File: src/rtl/uart_score_reporter.sv
// Latches a 16-bit score, converts it to five ASCII digits with double-dabble and
// feeds the 9-byte line "S=ddddd\r\n" to a UART transmitter over SEND/DATA/READY.
module uart_score_reporter #(
   parameter logic [7:0] PREFIX_CHAR = 8'h53,
   parameter logic [7:0] SEP_CHAR    = 8'h3D
) (
   input  logic        CLK,
   input  logic        RST_N,
   input  logic [15:0] SCORE,
   input  logic        START,
   input  logic        TX_READY,
   output logic        TX_SEND,
   output logic [7:0]  TX_DATA,
   output logic        BUSY,
   output logic        DONE
);

   typedef enum logic [2:0] {
      IDLE,
      CONVERT,
      WAIT_RDY,
      SEND,
      HOLD,
      FINISH
   } stateT;

   stateT       state;
   logic [15:0] binReg;
   logic [19:0] bcdReg;
   logic [3:0]  iterCount;
   logic [3:0]  byteIndex;
   logic [19:0] bcdAdj;
   logic [35:0] shiftVal;
   logic [7:0]  nextByte;

   // Double-dabble step: add 3 to every digit >= 5, then shift {bcd, bin} left by one.
   always_comb begin
      bcdAdj = bcdReg;
      for (int d = 0; d < 5; d++) begin
         if (bcdReg[d*4 +: 4] >= 4'd5) begin
            bcdAdj[d*4 +: 4] = bcdReg[d*4 +: 4] + 4'd3;
         end
      end
      shiftVal = {bcdAdj, binReg} << 1;
   end

   // Byte to send for the current position in the line; digits are most significant first.
   always_comb begin
      nextByte = 8'h00;
      case (byteIndex)
         4'd0:    nextByte = PREFIX_CHAR;
         4'd1:    nextByte = SEP_CHAR;
         4'd2:    nextByte = {4'h3, bcdReg[19:16]};
         4'd3:    nextByte = {4'h3, bcdReg[15:12]};
         4'd4:    nextByte = {4'h3, bcdReg[11:8]};
         4'd5:    nextByte = {4'h3, bcdReg[7:4]};
         4'd6:    nextByte = {4'h3, bcdReg[3:0]};
         4'd7:    nextByte = 8'h0D;
         4'd8:    nextByte = 8'h0A;
         default: nextByte = 8'h00;
      endcase
   end

   // Outputs are registered alongside the state so TX_SEND tracks SEND and DONE tracks FINISH.
   always_ff @(posedge CLK) begin
      if (!RST_N) begin
         state     <= IDLE;
         binReg    <= 16'd0;
         bcdReg    <= 20'd0;
         iterCount <= 4'd0;
         byteIndex <= 4'd0;
         TX_SEND   <= 1'b0;
         TX_DATA   <= 8'h00;
         BUSY      <= 1'b0;
         DONE      <= 1'b0;
      end else begin
         TX_SEND <= 1'b0;
         DONE    <= 1'b0;
         case (state)
            IDLE: begin
               if (START) begin
                  binReg    <= SCORE;
                  bcdReg    <= 20'd0;
                  iterCount <= 4'd0;
                  byteIndex <= 4'd0;
                  BUSY      <= 1'b1;
                  state     <= CONVERT;
               end
            end
            CONVERT: begin
               {bcdReg, binReg} <= shiftVal;
               iterCount        <= iterCount + 4'd1;
               if (iterCount == 4'd15) begin
                  state <= WAIT_RDY;
               end
            end
            WAIT_RDY: begin
               if (TX_READY) begin
                  TX_DATA <= nextByte;
                  TX_SEND <= 1'b1;
                  state   <= SEND;
               end
            end
            SEND: begin
               state <= HOLD;
            end
            // READY is not looked at here; the transmitter drops it only after sampling SEND.
            HOLD: begin
               if (byteIndex == 4'd8) begin
                  DONE  <= 1'b1;
                  state <= FINISH;
               end else begin
                  byteIndex <= byteIndex + 4'd1;
                  state     <= WAIT_RDY;
               end
            end
            FINISH: begin
               BUSY  <= 1'b0;
               state <= IDLE;
            end
            default: begin
               state <= IDLE;
            end
         endcase
      end
   end

endmodule

File: config.mk
export PLATFORM = sky130hd
export DESIGN_NAME = uart_score_reporter
export DESIGN_NICKNAME = d
export VERILOG_FILES = /design/src/rtl/uart_score_reporter.sv
export SDC_FILE = /design/constraint.sdc
export NUM_CORES = 1
export LEC_CHECK = 0
export ABC_AREA = 1
export CAP_MARGIN = 20
export CORE_UTILIZATION = 52
export DETAILED_ROUTE_END_ITERATION = 8
export HOLD_SLACK_MARGIN = 0.08
export PLACE_DENSITY = 0.78
export SYNTH_ARGS = -nofsm -noshare
export SYNTH_HDL_FRONTEND = slang
export SYNTH_SLANG_ARGS = --single-unit
File: constraint.sdc
create_clock -name CLK -period 1.3 [get_ports CLK]
set_input_delay 0.195 -clock CLK [delete_from_list [all_inputs] [get_ports CLK]]
set_output_delay 0.195 -clock CLK [all_outputs]
set_load 0.01 [all_outputs]
# After elaboration in Yosys (flattened, before gate mapping)
# Cells that the tools add are included.
# word_totals
elab_cells,74
output_inout_bits,11
reg_bits,58
# op_classes
muxes,23
n_reduce_logical,12
n_eq_ne,18
order_cmp,5
n_addsub,7
# op_table
cell,count
7-bit one-hot mux with 9 select lines,1
20-bit one-hot mux with 2 select lines,1
16-bit one-hot mux with 2 select lines,1
4-bit 2-to-1 mux,6
"4-bit by 3-bit greater-or-equal comparator with 1-bit output, second input constant",5
20-bit 2-to-1 mux,1
"4-bit by 2-bit adder with 4-bit output, second input constant",4
"4-bit by 3-bit equality test with 1-bit output, second input constant",4
16-bit 2-to-1 mux,1
4-bit one-hot mux with 2 select lines,2
3-bit 2-to-1 mux,5
3-bit one-hot mux with 5 select lines,1
2-bit AND reduction,5
"4-bit by 1-bit adder with 4-bit output, second input constant",2
"4-bit by 2-bit equality test with 1-bit output, second input constant",2
"4-bit equality test, second input constant",2
"2-bit inequality test, second input constant",4
"3-bit by 2-bit equality test with 1-bit output, second input constant",2
"3-bit equality test, second input constant",2
3-bit AND reduction,2
2-bit nonzero test,3
"4-bit by 1-bit equality test with 1-bit output, second input constant",1
4-bit zero test,1
"3-bit by 2-bit adder with 3-bit output, second input constant",1
other kinds (4),6

# Longest topological paths before layout
# Gate-level depths: netlist (run 1).
# logic_depth
depth_word,3
depth_mapped,10
ltp_nobuf,10

# Worst setup path before layout (run 1)
# Ideal clock, no wire load.
# synth_timing
path_kind,reg2reg
from,register byteIndex[0]
to,register byteIndex[0]
synth_period_minus_slack_ns,1.416
setup_time_ns,0.117
n_path_buf,1
path_slack_ns,-0.116
path_stages_with_launch,10
t_arrival_ns,1.299
path_cell_list,dfxtp_1 inv_1 ha_1 buf_2 nand3_1 nand2_1 nand2_1 inv_1 a21oi_1 nor2_1
# synth_between
elab_chain_cells,3
word_cells_on_any_way,6
classes_between,add/sub (1); eq/ne (2); mux (2); reduce/logical (1)
# synth_lines
element,line,text
from (decl),31,logic [3:0] byteIndex;
from (signal assigned),113,byteIndex <= byteIndex + 4'd1;
4-bit by 1-bit adder with 4-bit output or 4-bit equality test (tied branches),"113, 109",
4-bit 2-to-1 mux or 2-bit inequality test (tied branches),--,
4-bit one-hot mux with 2 select lines or 3-bit AND reduction (tied branches),--,
# Parallel ways exist; a longest one is shown, timed or not. The select of a mux whose other input is x is not followed.
# A chain may end at the register's enable or synchronous reset.

# Worst setup path in the final report (run 1)
# layout_timing
from,register byteIndex[1]
to,register TX_DATA[4]
# layout_between
elab_chain_cells,2
word_cells_on_any_way,10
classes_between,eq/ne (8); mux (1); reduce/logical (1)
# layout_lines
element,line,text
"4-bit equality test, or another cell as far along",50,case (byteIndex)
7-bit one-hot mux with 9 select lines *,50,
to (signal assigned),99,TX_DATA <= nextByte;
to (decl),13,"output logic [7:0] TX_DATA,"
# Mark *: on every way between the ends. The rest lies on a longest branch, timed or not.

==> impl_metrics.toml, run 1 <==
[status]
outcome = "finished, violations left"
violations = "design-rule violations, negative setup slack"

[detailed_routing]
detail_route.iter0.violations = 317
detailroute.via_count = 3624
detailedRoute.firstPassIterationCount = 7
postRouteWirelength_um = 10600
route.detailed.drc = 1
via_per_inst = 5.80
met3_wire_length_um = 699
metal2_wl_um = 5440
avgRoutedWirePerCell_um = 16.9
top_layer_used = "met4"
wirelength_met1_um = 3790
final_antenna_violating_net_count = 0

[worst_setup_path]
worst_ep_arrival_time_ps = 1760
path_max_fanout = 6
cell_chain_critical_path = "inv_4 > ha_2 > nand2_2 > nand4_1 > nor2_2 > nand3_1 > nand2_1 > inv_1"
rr_endpoint = "TX_DATA[4]$_SDFFE_PN0P_"
setup.worst_path.class = "register to register"
critical_path.endpoint_type = "register"
timing.reg2reg.worst_path_depth = 8
rr_startpoint = "byteIndex[1]$_SDFFE_PN0P_"
timing.critical_path.required_ps = 1550
timing.critical_path.slowest_cell_delay_ps = 380
start_kind = "register"
crit_path_top_delay_cell = "sky130_fd_sc_hd__dfxtp_4"
timing.reg2reg.setup_slack_ps = -210

[logic_synthesis]
syn-cell-area_sq_mm = 0.00320
postSynthRegisterBits = 57
synth.distinct_cells = 29
yosys_warnings = 0
syn_inst = 469
postSynthAreaPerCell_sq_um = 6.82
synth_sequential_area_ratio = 0.357
synthesis.nets = 504

[power]
power_frac_comb = 0.491
post_route_total_power_mw = 8.48
p_per_area_mw_per_mm2 = 1800
irDropWorstVdd_mv = 1.68
sequentialPowerShare = 0.281
netSwitchingFraction = 0.373
total_switching_power_mw = 3.16
clockPowerShare = 0.228
power.internal_mw = 5.32
power.leakage_nw = 2.15

[cts]
clk_latency_ps = 350
tritoncts = "built"
max-clock-path-buffers = 2
clock_tree.htree_level_count = 3
clock_transition_at_path_regs_ps = 70
ctsRootBufferMaster = "sky130_fd_sc_hd__clkbuf_8"
cts-buffers-inserted = 9
cts.sinks = 57

[cells_and_area]
diodes = 0
areaGrowthSynthToFinish_pct = 47.7
most_frequent_standard_cell_in_the_layout_excluding_fill_and_tap_cells = "sky130_fd_sc_hd__nand2_1"
highest_count_cells_in_the_layout_ignoring_fill_and_taps = "sky130_fd_sc_hd__nand2_1 (121), sky130_fd_sc_hd__buf_4 (45), sky130_fd_sc_hd__dfxtp_1 (39), sky130_fd_sc_hd__nor2_1 (33), sky130_fd_sc_hd__a21oi_1 (30)"
layout.nets = 580
finish.utilization = 0.798
share_of_layout_cells_above_drive_strength_1 = 0.335

[global_routing]
grt-ovfl-total = 0
grt_start_max_net_pins = 33
antenna_found_initial = 0
first_global_vias = 3142
grt_first_pass_wirelength_um = 13500
globalRouteTotalUtil = 0.273

[placement]
dp.final_hpwl_um = 5140
io_buffer_count = 29
place.gp.congestion = 0.917

[timing]
endpoints_failing_hold = 0
timing_max_transition_violations_final = 0
post-route-period-util = 1.16
grt_setup_unrepaired = "true"
min_period_ps = 1510
setup-violations-final = 44
worst_setup_slack_after_layout_ps = -213
fmax_mhz = 661
skew_ps = 8.47

[flow_run]
max_cap_viol_count = 0

[floorplanning]
io_pins = 31
floorplan.initialDensity = 0.540
die_area_sq_mm = 0.00647
std_cell_rows = 28
die_h_um = 80.4
core_sq_mm = 0.00592
die_w_um = 80.4

[hold_path]
hold_end = "TX_DATA[3]$_SDFFE_PN0P_"
worst_hold_path.num_cells = 2
kind_of_path_behind_the_tightest_hold_check = "register to register"
holdCritStartpoint = "TX_DATA[3]$_SDFFE_PN0P_"
cells by family (layout without fill, tap and decap cells):
| logic type | after synthesis | count (layout) | share of synthesized area |
|---|---|---|---|
| other cells | 1 | 1 | 0.00117 |
| flops | 57 | 57 | 0.357 |
| simple gates | 247 | 247 | 0.326 |
| buf+inv | 70 | 151 | 0.102 |
| xor+xnor | 3 | 3 | 0.00821 |
| compound gates | 76 | 76 | 0.148 |
| fa+ha+maj | 15 | 15 | 0.0587 |
per-layer routing:
| metal | track usage | vias to the layer above |
|---|---|---|
| met5 | 0 | - |
| met4 | 0.130 | 0 |
| met3 | 0.0977 | 73 |
| met2 | 0.479 | 186 |
| met1 | 0.287 | 1686 |
| li1 | - | 1679 |
registers in the layout (all words and copies together), names as in the netlist:
| signal | count |
|---|---|
| iterCount | 4 |
| TX_DATA | 7 |
| DONE | 1 |
| byteIndex | 4 |
| state | 3 |
| TX_SEND | 1 |
| binReg | 16 |
| bcdReg | 20 |
| BUSY | 1 |
critical path: cells and delay by family, from the launching register on:
family / cells / cell delay [ps]
buf+inv: 2 / 100
simple gates: 5 / 710
flops: 1 / 380
fa+ha+maj: 1 / 220
Yosys cell counts, drive strengths merged:
master | number | area, sq um
nand2 | 135 | 517
dfxtp | 57 | 1140
nor2 | 53 | 199
inv | 45 | 169
nand3 | 44 | 225
a21oi | 35 | 175
o21ai | 19 | 95.1
buf | 16 | 121
ha | 15 | 188
o211a | 15 | 150
nand4 | 11 | 68.8
clkbuf | 9 | 35.0
o21a | 4 | 30.0
nor3 | 3 | 25.0
xor2 | 3 | 26.3
o211ai | 2 | 15.0
conb | 1 | 3.75
nand3b | 1 | 7.51
o31ai | 1 | 7.51
power groups by stage:
stage / Clock, mW / Sequential, mW / Combinational [mW]
2_1_floorplan: 0 / 2.32 / 1.66
3_3_place_gp: 0 / 2.31 / 2.49
3_5_place_dp: 0 / 2.33 / 2.56
4_1_cts: 1.91 / 2.32 / 3.08
5_1_grt: 2.02 / 2.41 / 4.35
6_report: 1.93 / 2.39 / 4.16
how the worst max path moves through the flow:
stage                                         start                         to  slack (ps)  cells after the start
final                     byteIndex[1]$_SDFFE_PN0P_    TX_DATA[4]$_SDFFE_PN0P_        -210                      8
after global placement                        START    bcdReg[18]$_SDFFE_PN0P_        -190                      7
after floorplan           byteIndex[0]$_SDFFE_PN0P_    TX_DATA[4]$_SDFFE_PN0P_           1                      8
after CTS                 byteIndex[0]$_SDFFE_PN0P_  byteIndex[0]$_SDFFE_PN0P_          -4                      8
after global routing      byteIndex[1]$_SDFFE_PN0P_    TX_DATA[4]$_SDFFE_PN0P_        -290                      8
after detailed placement                      START    bcdReg[10]$_SDFFE_PN0P_        -230                      7
what timing repair did:
item / in CTS / in global routing
buffers inserted: 1 / 13
endpoints found under the setup margin: 60 / 48
resized for setup: 54 / 98
gates cloned: 2 / 3
hold buffers: 0 / 0
pin swaps: 3 / 42
area by class of cell:
type | count | area, sq um
multi-input cells | 342 | 2090
fillers | 342 | 1200
flip-flops and latches | 57 | 1180
repair buffers | 90 | 940
inverters | 45 | 191
clock buffers | 12 | 155
well taps | 75 | 93.8
clock inverters | 4 | 75.1
metrics by stage:
stage / TNS (ps) / area, sq um / worst slack (ps) / hold slack [ps] / cells
after floorplan: 0 / 3210 / 0.993 / 342 / 469
after global placement: -6370 / 3810 / -188 / 453 / 590
after detailed placement: -7760 / 3810 / -234 / 459 / 590
after CTS: -5.06 / 4250 / -3.84 / 435 / 609
after global routing: -4880 / 4720 / -286 / 488 / 625
final: -2930 / 4720 / -213 / 460 / 625
Power figures use the tool's default switching activity.
==> run 2: changes to the inputs <==
Settings changed: CORE_UTILIZATION 52 to 50, CTS_BUF_LIST set to sky130_fd_sc_hd__clkbuf_16, PLACE_DENSITY 0.78 to 0.75.
==> impl_metrics.toml, run 2 (synthesized netlist as in run 1, its figures left out) <==
[status]
outcome = "finished, violations left"
violations = "negative setup slack"

[worst_setup_path]
critical_path.endpoint_type = "register"
start_kind = "register"
rr_endpoint = "bcdReg[4]$_SDFFE_PN0P_"
timing.critical_path.required_ps = 1520
path_max_fanout = 4
setup.worst_path.class = "register to register"
timing.reg2reg.worst_path_depth = 6
timing.reg2reg.setup_slack_ps = -150
rr_startpoint = "bcdReg[0]$_SDFFE_PN0P_"
worst_ep_arrival_time_ps = 1660

[detailed_routing]
via_per_inst = 5.75
final_antenna_violating_net_count = 0
postRouteWirelength_um = 10300
route.detailed.drc = 0
detailroute.via_count = 3633
detail_route.iter0.violations = 307
avgRoutedWirePerCell_um = 16.3
detailedRoute.firstPassIterationCount = 5

[cts]
clk_latency_ps = 340
max-clock-path-buffers = 2
ctsRootBufferMaster = "sky130_fd_sc_hd__clkbuf_16"
hold_buffer_count_at_cts = 0
tritoncts = "built"
clock_tree.htree_level_count = 3
clock_transition_at_path_regs_ps = 50
cts-buffers-inserted = 9
cts.sinks = 57

[power]
power.leakage_nw = 2.18
post_route_total_power_mw = 8.55
p_per_area_mw_per_mm2 = 1780
irDropWorstVdd_mv = 1.45

[global_routing]
grt-ovfl-total = 0
grt_start_max_net_pins = 23
antenna_found_initial = 0
globalRouteTotalUtil = 0.246
grt_first_pass_wirelength_um = 12500
first_global_vias = 2963

[floorplanning]
std_cell_rows = 28
core_sq_mm = 0.00606
floorplan.initialDensity = 0.528
die_w_um = 82.0
io_pins = 31
die_h_um = 82.0
die_area_sq_mm = 0.00672

[timing]
worst_setup_slack_after_layout_ps = -146
fmax_mhz = 691
post-route-period-util = 1.11
endpoints_failing_hold = 0
setup-violations-final = 19
skew_ps = 10.5
grt_setup_unrepaired = "true"
timing_max_transition_violations_final = 0
finalHoldWorstSlack_ps = 460
min_period_ps = 1450

[cells_and_area]
areaGrowthSynthToFinish_pct = 50.4
final_cell_area_sq_mm = 0.00481
largest_register_ffs = 20
finish.utilization = 0.794
diodes = 0
regMostFlops = "bcdReg"
share_of_layout_cells_above_drive_strength_1 = 0.343
layout.nets = 587
most_frequent_standard_cell_in_the_layout_excluding_fill_and_tap_cells = "sky130_fd_sc_hd__nand2_1"
highest_count_cells_in_the_layout_ignoring_fill_and_taps = "sky130_fd_sc_hd__nand2_1 (124), sky130_fd_sc_hd__buf_4 (50), sky130_fd_sc_hd__dfxtp_1 (40), sky130_fd_sc_hd__nor2_1 (31)"
largestRegisters = "bcdReg x20, binReg x16, TX_DATA x7"

[hold_path]
worst_hold_path.num_cells = 1
kind_of_path_behind_the_tightest_hold_check = "register to register"
hold_end = "iterCount[0]$_SDFFE_PN0P_"
holdCritStartpoint = "iterCount[0]$_SDFFE_PN0P_"

[flow_run]
max_cap_viol_count = 0

[placement]
dpl-instance-area_sq_mm = 0.00386
dp.final_hpwl_um = 5200
post-place-ws_ps = -196
io_buffer_count = 29
place.gp.congestion = 0.848
==> run 2: where the power goes <==
part           total, mW  leakage (nW)  switching [mW]  internal [mW]
clock network       2.30         0.140           0.845           1.46
logic               3.86          1.57            1.99           1.88
registers           2.38         0.474           0.263           2.12
==> run 2: cell type report <==
cell class | instances | area (sq um)
flip-flops and latches | 57 | 1170
clock buffers | 9 | 225
multi-input cells | 342 | 2090
well taps | 75 | 93.8
repair buffers | 97 | 970
inverters | 45 | 191
fillers | 387 | 1250
clock inverters | 7 | 62.6
==> run 2: worst max-delay path, cell delays in order, from the launching register on <==
cell	delay (ps)
sky130_fd_sc_hd__dfxtp_2	330
sky130_fd_sc_hd__buf_4	140
sky130_fd_sc_hd__o21ai_0	310
sky130_fd_sc_hd__xor2_1	280
sky130_fd_sc_hd__nor2_2	80
sky130_fd_sc_hd__nor2_1	120
sky130_fd_sc_hd__nor2_1	60
==> run 2: repair_timing <==
item	4_1_cts	5_1_grt
endpoints found under the setup margin	60	49
pin swaps	13	51
resized for setup	46	108
setup buffers	5	12
gates cloned	1	3
==> run 2: worst max path at each step <==
stage | to | slack (ps) | cells after the start | startpoint
2_1_floorplan | TX_DATA[4]$_SDFFE_PN0P_ | 1 | 8 | byteIndex[0]$_SDFFE_PN0P_
4_1_cts | TX_DATA[2]$_SDFFE_PN0P_ | -1 | 9 | byteIndex[0]$_SDFFE_PN0P_
3_3_place_gp | binReg[1]$_SDFFE_PN0P_ | -140 | 6 | START
3_5_place_dp | binReg[10]$_SDFFE_PN0P_ | -200 | 7 | START
6_report | bcdReg[4]$_SDFFE_PN0P_ | -150 | 6 | bcdReg[0]$_SDFFE_PN0P_
5_1_grt | bcdReg[4]$_SDFFE_PN0P_ | -190 | 6 | bcdReg[0]$_SDFFE_PN0P_
==> run 2: per-layer routing <==
layer	GRT usage	part of all wire	vias up
met2	0.439	0.51	191
met5	0	0	-
li1	-	-	1693
met4	0.123	0.042	0
met1	0.262	0.38	1695
met3	0.0689	0.068	54
==> run 2: stage by stage <==
step / std cells / setup TNS, ps
detailed placement: 596 / -6810
global placement: 596 / -5060
CTS: 618 / -2.13
global route: 632 / -2530
finish: 632 / -943
floorplan: 469 / 0
==> run 3: changes to the inputs <==
Settings changed: GPL_TIMING_DRIVEN set to 0.
==> impl_metrics.toml, run 3 (synthesized netlist as in run 1, its figures left out) <==
[worst_setup_path]
critical-path-top-cell-by-count = "sky130_fd_sc_hd__nand2_1"
path_max_fanout = 6
critical_path.endpoint_type = "register"
worst_ep_arrival_time_ps = 1620
cell_chain_critical_path = "buf_6 > ha_4 > buf_6 > nand3_1 > nand2_1 > inv_1 > nand2_1 > nand2_1 > a21oi_2"
timing.critical_path.slowest_cell_delay_ps = 400
timing.critical_path.required_ps = 1560
setup.worst_path.class = "register to register"
timing.reg2reg.setup_slack_ps = -60
crit_path_top_delay_cell = "sky130_fd_sc_hd__dfxtp_4"
start_kind = "register"

[cts]
tritoncts = "built"
max-clock-path-buffers = 2
clock_tree.htree_level_count = 3
cts.sinks = 57
ctsRootBufferMaster = "sky130_fd_sc_hd__clkbuf_16"
clk_latency_ps = 330
clock_transition_at_path_regs_ps = 50
cts-buffers-inserted = 9

[timing]
tightest_slew_ps = 670
finalHoldWorstSlack_ps = 240
skew_ps = 5.57
post-route-period-util = 1.05
worst_setup_slack_after_layout_ps = -60.0
timing_max_transition_violations_final = 0
fin_tns_setup_ps = -223
endpoints_failing_hold = 0
setup-violations-final = 7
grt_setup_unrepaired = "true"
min_period_ps = 1360
max_slew_margin = 0.553
fmax_mhz = 735

[detailed_routing]
detailroute.via_count = 3475
via_per_inst = 5.67
final_antenna_violating_net_count = 0
postRouteWirelength_um = 9910
route.detailed.drc = 0
avgRoutedWirePerCell_um = 16.2
detailedRoute.firstPassIterationCount = 5
detail_route.iter0.violations = 266

[global_routing]
global_route.usage.met1 = 0.307
grt_first_pass_wirelength_um = 13700
grtUsageMet3 = 0.0756
gr-usage-met2 = 0.485
antenna_found_initial = 0
first_global_vias = 3047
globalRouteTotalUtil = 0.274
grt-ovfl-total = 0
grt_start_max_net_pins = 11
global_route.peak_usage_layer = "met2"

[cells_and_area]
areaGrowthSynthToFinish_pct = 48.2
largestRegisters = "bcdReg x20, binReg x16, TX_DATA x7"
regMostFlops = "bcdReg"
highest_count_cells_in_the_layout_ignoring_fill_and_taps = "sky130_fd_sc_hd__nand2_1 (110), sky130_fd_sc_hd__dfxtp_1 (39), sky130_fd_sc_hd__nor2_1 (34), sky130_fd_sc_hd__nand3_1 (33), sky130_fd_sc_hd__a21oi_1 (25)"
most_frequent_standard_cell_in_the_layout_excluding_fill_and_tap_cells = "sky130_fd_sc_hd__nand2_1"
finish.cell_count_without_fillers = 613
layout.nets = 569
largest_register_ffs = 20
share_of_layout_cells_above_drive_strength_1 = 0.338
diodes = 0

[floorplanning]
floorplan.initialDensity = 0.528
core_sq_mm = 0.00606
die_h_um = 82.0
die_w_um = 82.0
std_cell_rows = 28
die_area_sq_mm = 0.00672
io_pins = 31

[power]
p_per_area_mw_per_mm2 = 1740
irDropWorstVdd_mv = 1.51
power.leakage_nw = 2.07

[placement]
placed_cells = 572
io_buffer_count = 28
dp.final_hpwl_um = 5430
place.gp.congestion = 0.902

[status]
violations = "negative setup slack"
outcome = "finished, violations left"

[flow_run]
max_cap_viol_count = 0

[hold_path]
kind_of_path_behind_the_tightest_hold_check = "input pin to register"
run 3: changes by cell type in the layout (fill, tap and decap cells not counted), moves of 7 or more:
cell / change
sky130_fd_sc_hd__nor2_2: -9
sky130_fd_sc_hd__nand2_2: +14
sky130_fd_sc_hd__nand3_2: -7
sky130_fd_sc_hd__buf_4: -29
sky130_fd_sc_hd__nand3_1: +7
sky130_fd_sc_hd__nand2_1: -14
run 3: where the power goes:
group	leakage, nW	internal [mW]	switching (mW)
registers	0.476	2.11	0.287
clock network	0.141	1.44	0.800
logic	1.45	1.68	1.93
run 3: repair_timing:
| action | CTS | global route |
|---|---|---|
| pin swaps | 14 | 52 |
| hold buffers | 0 | 0 |
| resized for setup | 83 | 135 |
| setup endpoints to repair | 61 | 54 |
| cloned | 1 | 3 |
| endpoints found under the hold margin | 0 | 0 |
| setup buffers | 9 | 17 |
run 3: routing by layer:
metal / share of wire / up-vias / routed length [um]
met2: 0.53 / 115 / 5210
met4: 0.025 / 0 / 247
li1: - / 1667 / -
met1: 0.39 / 1665 / 3900
met3: 0.056 / 28 / 556
met5: 0 / - / 0
run 3: cell type report:
class / instances / area (sq um)
buffer: 21 / 196
clock inverter: 6 / 51.3
sequential: 57 / 1190
tap: 75 / 93.8
timing repair buffer: 58 / 576
multi-input combinational: 342 / 2200
inverter: 45 / 209
clock buffer: 9 / 225
fill: 419 / 1320
run 3: final timing paths:
path | start | cells past startpoint | end
min reg2reg | TX_DATA[0]$_SDFFE_PN0P_ | 2 | TX_DATA[0]$_SDFFE_PN0P_
max reg2reg | byteIndex[1]$_SDFFE_PN0P_ | 9 | TX_DATA[1]$_SDFFE_PN0P_
max | byteIndex[1]$_SDFFE_PN0P_ | 9 | TX_DATA[1]$_SDFFE_PN0P_
min | RST_N | 3 | iterCount[0]$_SDFFE_PN0P_
run 3: worst max-delay path, delay by kind of cell (launching register included):
family,cells,cell delay [ps]
buffers and inverters,3,300
AOI/OAI and AO/OA,1,110
adders and majority gates,1,160
and+or+nand+nor,4,330
DFF,1,400
run 3: stage by stage:
stage / setup slack, ps / total power [mW] / cell area (sq um) / util
6_report: -60.0 / 8.25 / 4740 / 0.782
5_1_grt: -151 / 8.61 / 4740 / 0.782
4_1_cts: -5.29 / 7.26 / 4100 / 0.677
3_5_place_dp: -270 / 4.66 / 3580 / 0.591
3_3_place_gp: -260 / 4.59 / 3580 / 0.591
2_1_floorplan: 0.993 / 3.98 / 3210 / -
